--- config.mk ---
export PLATFORM = sky130hd
export DESIGN_NAME = tick_prescaler
export DESIGN_NICKNAME = d
export VERILOG_FILES = /design/src/rtl/tick_prescaler.sv
export SDC_FILE = /design/constraint.sdc
export NUM_CORES = 1
export LEC_CHECK = 0
export ABC_AREA = 0
export CAP_MARGIN = 40
export CORE_MARGIN = 4
export CORE_UTILIZATION = 58
export CTS_BUF_LIST = sky130_fd_sc_hd__clkbuf_4 sky130_fd_sc_hd__clkbuf_8 sky130_fd_sc_hd__clkbuf_16
export DETAILED_ROUTE_END_ITERATION = 12
export HOLD_SLACK_MARGIN = 0.02
export PLACE_DENSITY = 0.82
export SLEW_MARGIN = 20
export SYNTH_ARGS = -nofsm -noshare
export SYNTH_HDL_FRONTEND = slang
export SYNTH_SLANG_ARGS = --single-unit
--- constraint.sdc ---
create_clock -name clk -period 3.58 [get_ports clk]
set_input_delay 0.716 -clock clk [delete_from_list [all_inputs] [get_ports clk]]
set_output_delay 0.716 -clock clk [all_outputs]
set_load 0.02 [all_outputs]
--- src/rtl/tick_prescaler.sv ---
// Programmable tick prescaler: divides clk down to a one-cycle tick, with a square
// wave, a wrapping tick counter and a cascade carry. Divisor changes take effect at a wrap or on clr.
module tick_prescaler #(
  parameter int unsigned CLK_HZ  = 50_000_000,
  parameter int unsigned TICK_HZ = 1,
  parameter int unsigned WIDTH   = 26,
  parameter int unsigned CNT_W   = 8
) (
  input  logic             clk,
  input  logic             rst,
  input  logic             en,
  input  logic             clr,
  input  logic             div_load,
  input  logic [WIDTH-1:0] div_val,
  output logic             tick,
  output logic             sq,
  output logic [CNT_W-1:0] tick_cnt,
  output logic             carry,
  output logic             load_err
);

  // The divisor guard keeps the expression legal so the TICK_HZ check below can fire.
  localparam longint unsigned DIV0_L =
    longint'(CLK_HZ / ((TICK_HZ == 0) ? 1 : TICK_HZ)) & ((TICK_HZ == 0) ? 64'd0 : ~64'd0);
  localparam logic [WIDTH-1:0] DIV0  = WIDTH'(DIV0_L);
  localparam logic [WIDTH-1:0] ONE_W = WIDTH'(1);
  localparam logic [CNT_W-1:0] ONE_C = CNT_W'(1);

  if (TICK_HZ == 0) begin : g_bad_tick_hz
    $error("tick_prescaler: TICK_HZ must be nonzero");
  end
  if (DIV0_L == 0) begin : g_bad_div0_zero
    $error("tick_prescaler: CLK_HZ/TICK_HZ must be at least 1");
  end
  if (DIV0_L >= (64'd1 << WIDTH)) begin : g_bad_div0_wide
    $error("tick_prescaler: CLK_HZ/TICK_HZ does not fit in WIDTH bits");
  end

  logic [WIDTH-1:0] count_q, count_d;
  logic [WIDTH-1:0] act_q, act_d;
  logic [WIDTH-1:0] pend_q, pend_d;
  logic             pend_valid_q, pend_valid_d;
  logic             tick_q, tick_d;
  logic             sq_q, sq_d;
  logic [CNT_W-1:0] tick_cnt_q, tick_cnt_d;
  logic             carry_q, carry_d;
  logic             load_err_q, load_err_d;

  logic terminal;
  logic load_ok;
  logic load_bad;

  assign load_ok  = div_load && (div_val != '0);
  assign load_bad = div_load && (div_val == '0);
  assign terminal = en && (count_q == (act_q - ONE_W));

  always_comb begin
    count_d      = count_q;
    act_d        = act_q;
    pend_d       = pend_q;
    pend_valid_d = pend_valid_q;
    tick_d       = 1'b0;
    sq_d         = sq_q;
    tick_cnt_d   = tick_cnt_q;
    carry_d      = 1'b0;
    load_err_d   = load_bad;

    if (clr) begin
      count_d = '0;
      if (pend_valid_q) begin
        act_d        = pend_q;
        pend_valid_d = 1'b0;
      end
    end else if (terminal) begin
      count_d    = '0;
      tick_d     = 1'b1;
      sq_d       = ~sq_q;
      tick_cnt_d = tick_cnt_q + ONE_C;
      carry_d    = (tick_cnt_q == '1);
      if (pend_valid_q) begin
        act_d        = pend_q;
        pend_valid_d = 1'b0;
      end
    end else if (en) begin
      count_d = count_q + ONE_W;
    end

    // A load on the same edge as an apply becomes the next pending divisor.
    if (load_ok) begin
      pend_d       = div_val;
      pend_valid_d = 1'b1;
    end
  end

  always_ff @(posedge clk) begin
    if (!rst) begin
      count_q      <= '0;
      act_q        <= DIV0;
      pend_q       <= DIV0;
      pend_valid_q <= 1'b0;
      tick_q       <= 1'b0;
      sq_q         <= 1'b0;
      tick_cnt_q   <= '0;
      carry_q      <= 1'b0;
      load_err_q   <= 1'b0;
    end else begin
      count_q      <= count_d;
      act_q        <= act_d;
      pend_q       <= pend_d;
      pend_valid_q <= pend_valid_d;
      tick_q       <= tick_d;
      sq_q         <= sq_d;
      tick_cnt_q   <= tick_cnt_d;
      carry_q      <= carry_d;
      load_err_q   <= load_err_d;
    end
  end

  assign tick     = tick_q;
  assign sq       = sq_q;
  assign tick_cnt = tick_cnt_q;
  assign carry    = carry_q;
  assign load_err = load_err_q;

endmodule

==> results.py <==
metrics = {
    "status": {
        "status": "complete, no violations",
    },
    "grt": {
        "grt_pass1_wl_mm": 19.09,
        "grt_pass1_vias": 3992,
        "antenna_found_initial": 0,
        "grt-ovfl-total": 0,
        "grt_start_max_net_pins": 44,
        "grt_usage_pct": 23.31,
    },
    "sta": {
        "setup_viol": 0,
        "rsz0062_at_grt": "no",
        "fmax_mhz": 299.6,
        "setup_ws_ns": 0.2425,
        "fin_crit_sh_pct": 93.23,
        "maxSlewHeadroom_pct": 57.52,
        "fin_skew_ns": 0.01538,
        "fin_crit_ns": 3.337,
        "hold_violations": 0,
        "maxSlewViolCount": 0,
        "tns_ns": 0,
        "tightest_slew_ns": 0.6313,
    },
    "power_and_ir_drop": {
        "p_comb_share_pct": 9.3,
        "switching_share_pct": 27.02,
        "vdd_ir_drop_max_v": 0.0002433,
        "p_per_area_nw_per_um2": 345.2,
        "power.switching_uw": 522.1,
        "clkPwrFrac_pct": 35.8,
        "seqPwrFrac_pct": 54.9,
        "power_leakage_nw": 1.962,
        "power.internal_mw": 1.410,
    },
    "die": {
        "pin_count": 43,
        "die_area_um2": 10080,
        "rows": 33,
        "dieHeight_um": 100.4,
        "core_um2": 8258,
        "start_util_pct": 59.97,
        "die_w_um": 100.4,
    },
    "placed_design": {
        "pre_cts_ws_ns": 0.1381,
        "io_buffers": 42,
        "gp_congestion": 0.8889,
        "dpl-instance-area_um2": 5391,
        "hpwl_mm": 8.390,
    },
    "critical_path": {
        "cp-end-kind": "flip-flop",
        "path_max_fanout": 18,
        "crit_chain": "inv_1 > ha_1 > nor4b_4 > nand3_2 > or4_4 > a2111oi_2 > and4_1 > nand4_2 > buf_4 > or3_1 > a21oi_1",
        "critPathMaxStageDelay_ns": 0.51,
        "cp_top_family": "simple AND/OR/NAND/NOR gates",
        "worstSetupStartpointType": "flip-flop",
        "crit_arrival_ns": 3.63,
        "worstPathRequired_ns": 3.87,
        "crit_type": "flip-flop to flip-flop",
        "crit_buf_inv": 2,
        "timing.critical_path.slowest_stage_cell": "or4_4",
    },
    "yosys": {
        "syn_avg_cell_area_um2": 8.673,
        "syn_inst": 571,
        "synth-async-reset-ratio_pct": 0,
        "ys_ff_latch": 91,
        "yosysSeqAreaShare_pct": 36.79,
        "synth.distinct_cells": 68,
        "syn-num-nets": 605,
        "ys.flop_type": "dfxtp_1",
        "yosysWarnings": 0,
        "netlist_area_um2": 4952,
        "synth_edf_count": 0,
    },
    "clocking": {
        "cts_tree": "yes",
        "clkSinkCount": 91,
        "cts_max_level": 3,
        "clk_latency_ns": 0.36,
        "cts_hold_buffers": 0,
        "clk_pin_slew_ns": 0.10,
        "cts-root-buf": "clkbuf_8",
        "numCtsBuffers": 9,
        "clock_path_buffers": 2,
    },
    "final_layout": {
        "postLayoutCoreUtil_pct": 67.79,
        "final_layout_size_suffix_gt1_share_pct": 9.031,
        "num_antenna_cells": 0,
        "final_nets": 638,
        "nFillCells": 669,
        "area_delta_synth_final_pct": 13.04,
        "final_area_um2": 5598,
    },
    "detailed_routing": {
        "dr_total_vias": 4209,
        "drc": 0,
        "firstDrtPassIters": 5,
        "postRouteAntennaNets": 0,
        "routed_wl_mm": 11.42,
        "wl_per_cell_um": 15.99,
        "drt-initial-drc-count": 195,
        "viasPerCell": 5.895,
    },
    "min_path": {
        "hp-class": "flip-flop to flip-flop",
    },
    "flow_run": {
        "cap_violations": 0,
    },
}
## placed cells by master, fill, tap and decap left out, drive strengths merged, types with 2 or more instances in the layout
cell	n
nand2	67
nor2	90
or2b	3
xor2	22
and2	2
a2111oi	2
nand2b	3
a21oi	12
or4	5
inv	15
ha	3
o21ai	11
o41ai	5
and3	8
o311ai	5
mux2i	47
nor4b	3
nor4	20
dfxtp	91
or3	7
and4	4
or2	2
xnor2	34
a211oi	5
buf	11
o31ai	3
a31oi	4
a211o	2
clkinvlp	2
nand4	15
nor3	16
nand3	21
nor2b	2
clkbuf	10
clkdlybuf4s50	42
## cell type report
type	count	area, um^2	area share [%]
clock buffer	10	137.6	2.459
clock inverter	6	55.05	0.9835
inverter	12	45.04	0.8046
multi-input combinational	437	2879	51.43
sequential	91	1822	32.54
tap	105	131.4	2.347
timing repair buffer	53	528.0	9.432
## registers in the layout, summed over array words and instances, names as in the netlist
signal,flops
tick,1
act_q,26
sq,1
tick_cnt,8
pend_q,26
pend_valid_q,1
load_err,1
carry,1
count_q,26
## power groups by stage
stage          Combinational [mW]  Clock, mW  Sequential [mW]
6_report                    0.180      0.691             1.06
5_1_grt                     0.196      0.749             1.06
4_1_cts                     0.178      0.706             1.06
3_5_place_dp                0.177          0             1.08
3_3_place_gp                0.171          0             1.08
2_1_floorplan               0.121          0             1.07
## path summary, 6_finish.rpt
kind / start / endpoint / slack (ns) / cells past startpoint
max: act_q[0] / tick_cnt[1] / 0.24 / 11
min: pend_q[1] / act_q[1] / 0.48 / 2
max reg2reg: act_q[0] / tick_cnt[1] / 0.24 / 11
min reg2reg: pend_q[1] / act_q[1] / 0.48 / 2
## what timing repair did
item                                    in CTS  in global routing
buffers inserted                             0                  1
gates resized for setup                      0                  4
endpoints found under the setup margin       0                  6
## worst register-to-register path: cells and delay by family, from the launching register on
kind,cells,cell delay [ns]
adders and majority gates,1,0.16
and+or+nand+nor,6,1.86
AOI/OAI and AO/OA,2,0.51
buffers and inverters,2,0.36
DFF,1,0.38
## metal layers
metal / up-vias / GRT usage [%] / wire length [um]
met3: 18 / 4.587 / 562
met4: 0 / 6.114 / 155
met1: 2002 / 31.77 / 5320
li1: 2076 / - / -
met5: - / 0 / 0
met2: 113 / 37.82 / 5380
## synth_stat cells, types with 2 or more instances
cell type   n  area [um^2]
or2b_1      3        22.52
o311ai_0    3        26.28
nand2_1    67        251.5
clkbuf_1   14        52.55
and3_1      7        43.79
mux2i_1    47        470.5
o21ai_0    10        50.05
or4_1       2        15.01
o311ai_2    2        32.53
buf_6       7        78.83
nor3_1     15        75.07
nor4b_1     2        17.52
dfxtp_1    91         1822
nor2b_1     2        12.51
xor2_1     22        192.7
or3_1       7        43.79
a211o_1     2        17.52
o41ai_1     3        26.28
buf_4       2        15.01
inv_1      11        41.29
nand4_1    14        87.58
buf_2       4        20.02
nor4_4      3        63.81
a211oi_1    5        37.54
nand3_1    20        100.1
o41ai_2     2        32.53
or4_4       3        33.78
and4_1      4        35.03
ha_1        3        37.54
a31oi_1     4        25.02
a21oi_1    12        60.06
nand2b_1    3        18.77
nor4_1     16        100.1
xnor2_1    34        297.8
o31ai_1     2        15.01
buf_12      2        40.04
nor2_1     90        337.8
## metrics by stage
step | power [mW] | std cells | hold slack (ns)
final | 1.932 | 714 | 0.4756
after CTS | 1.945 | 713 | 0.4703
after floorplan | 1.195 | 571 | 0.4366
after detailed placement | 1.261 | 697 | 0.4570
after global routing | 2.010 | 714 | 0.4908
after global placement | 1.253 | 697 | 0.4480
## logic make-up (layout without fill, tap and decap cells)
kind of cell,count (synthesis),in the layout,synth area share (%)
mux,47,47,9.500
fa+ha+maj,3,3,0.7580
buf+inv,43,81,5.457
compound gates,59,59,9.374
xor+xnor,56,56,9.904
simple gates,272,272,28.22
flops,91,91,36.79
Note: power is estimated with default switching activity, not from simulation.
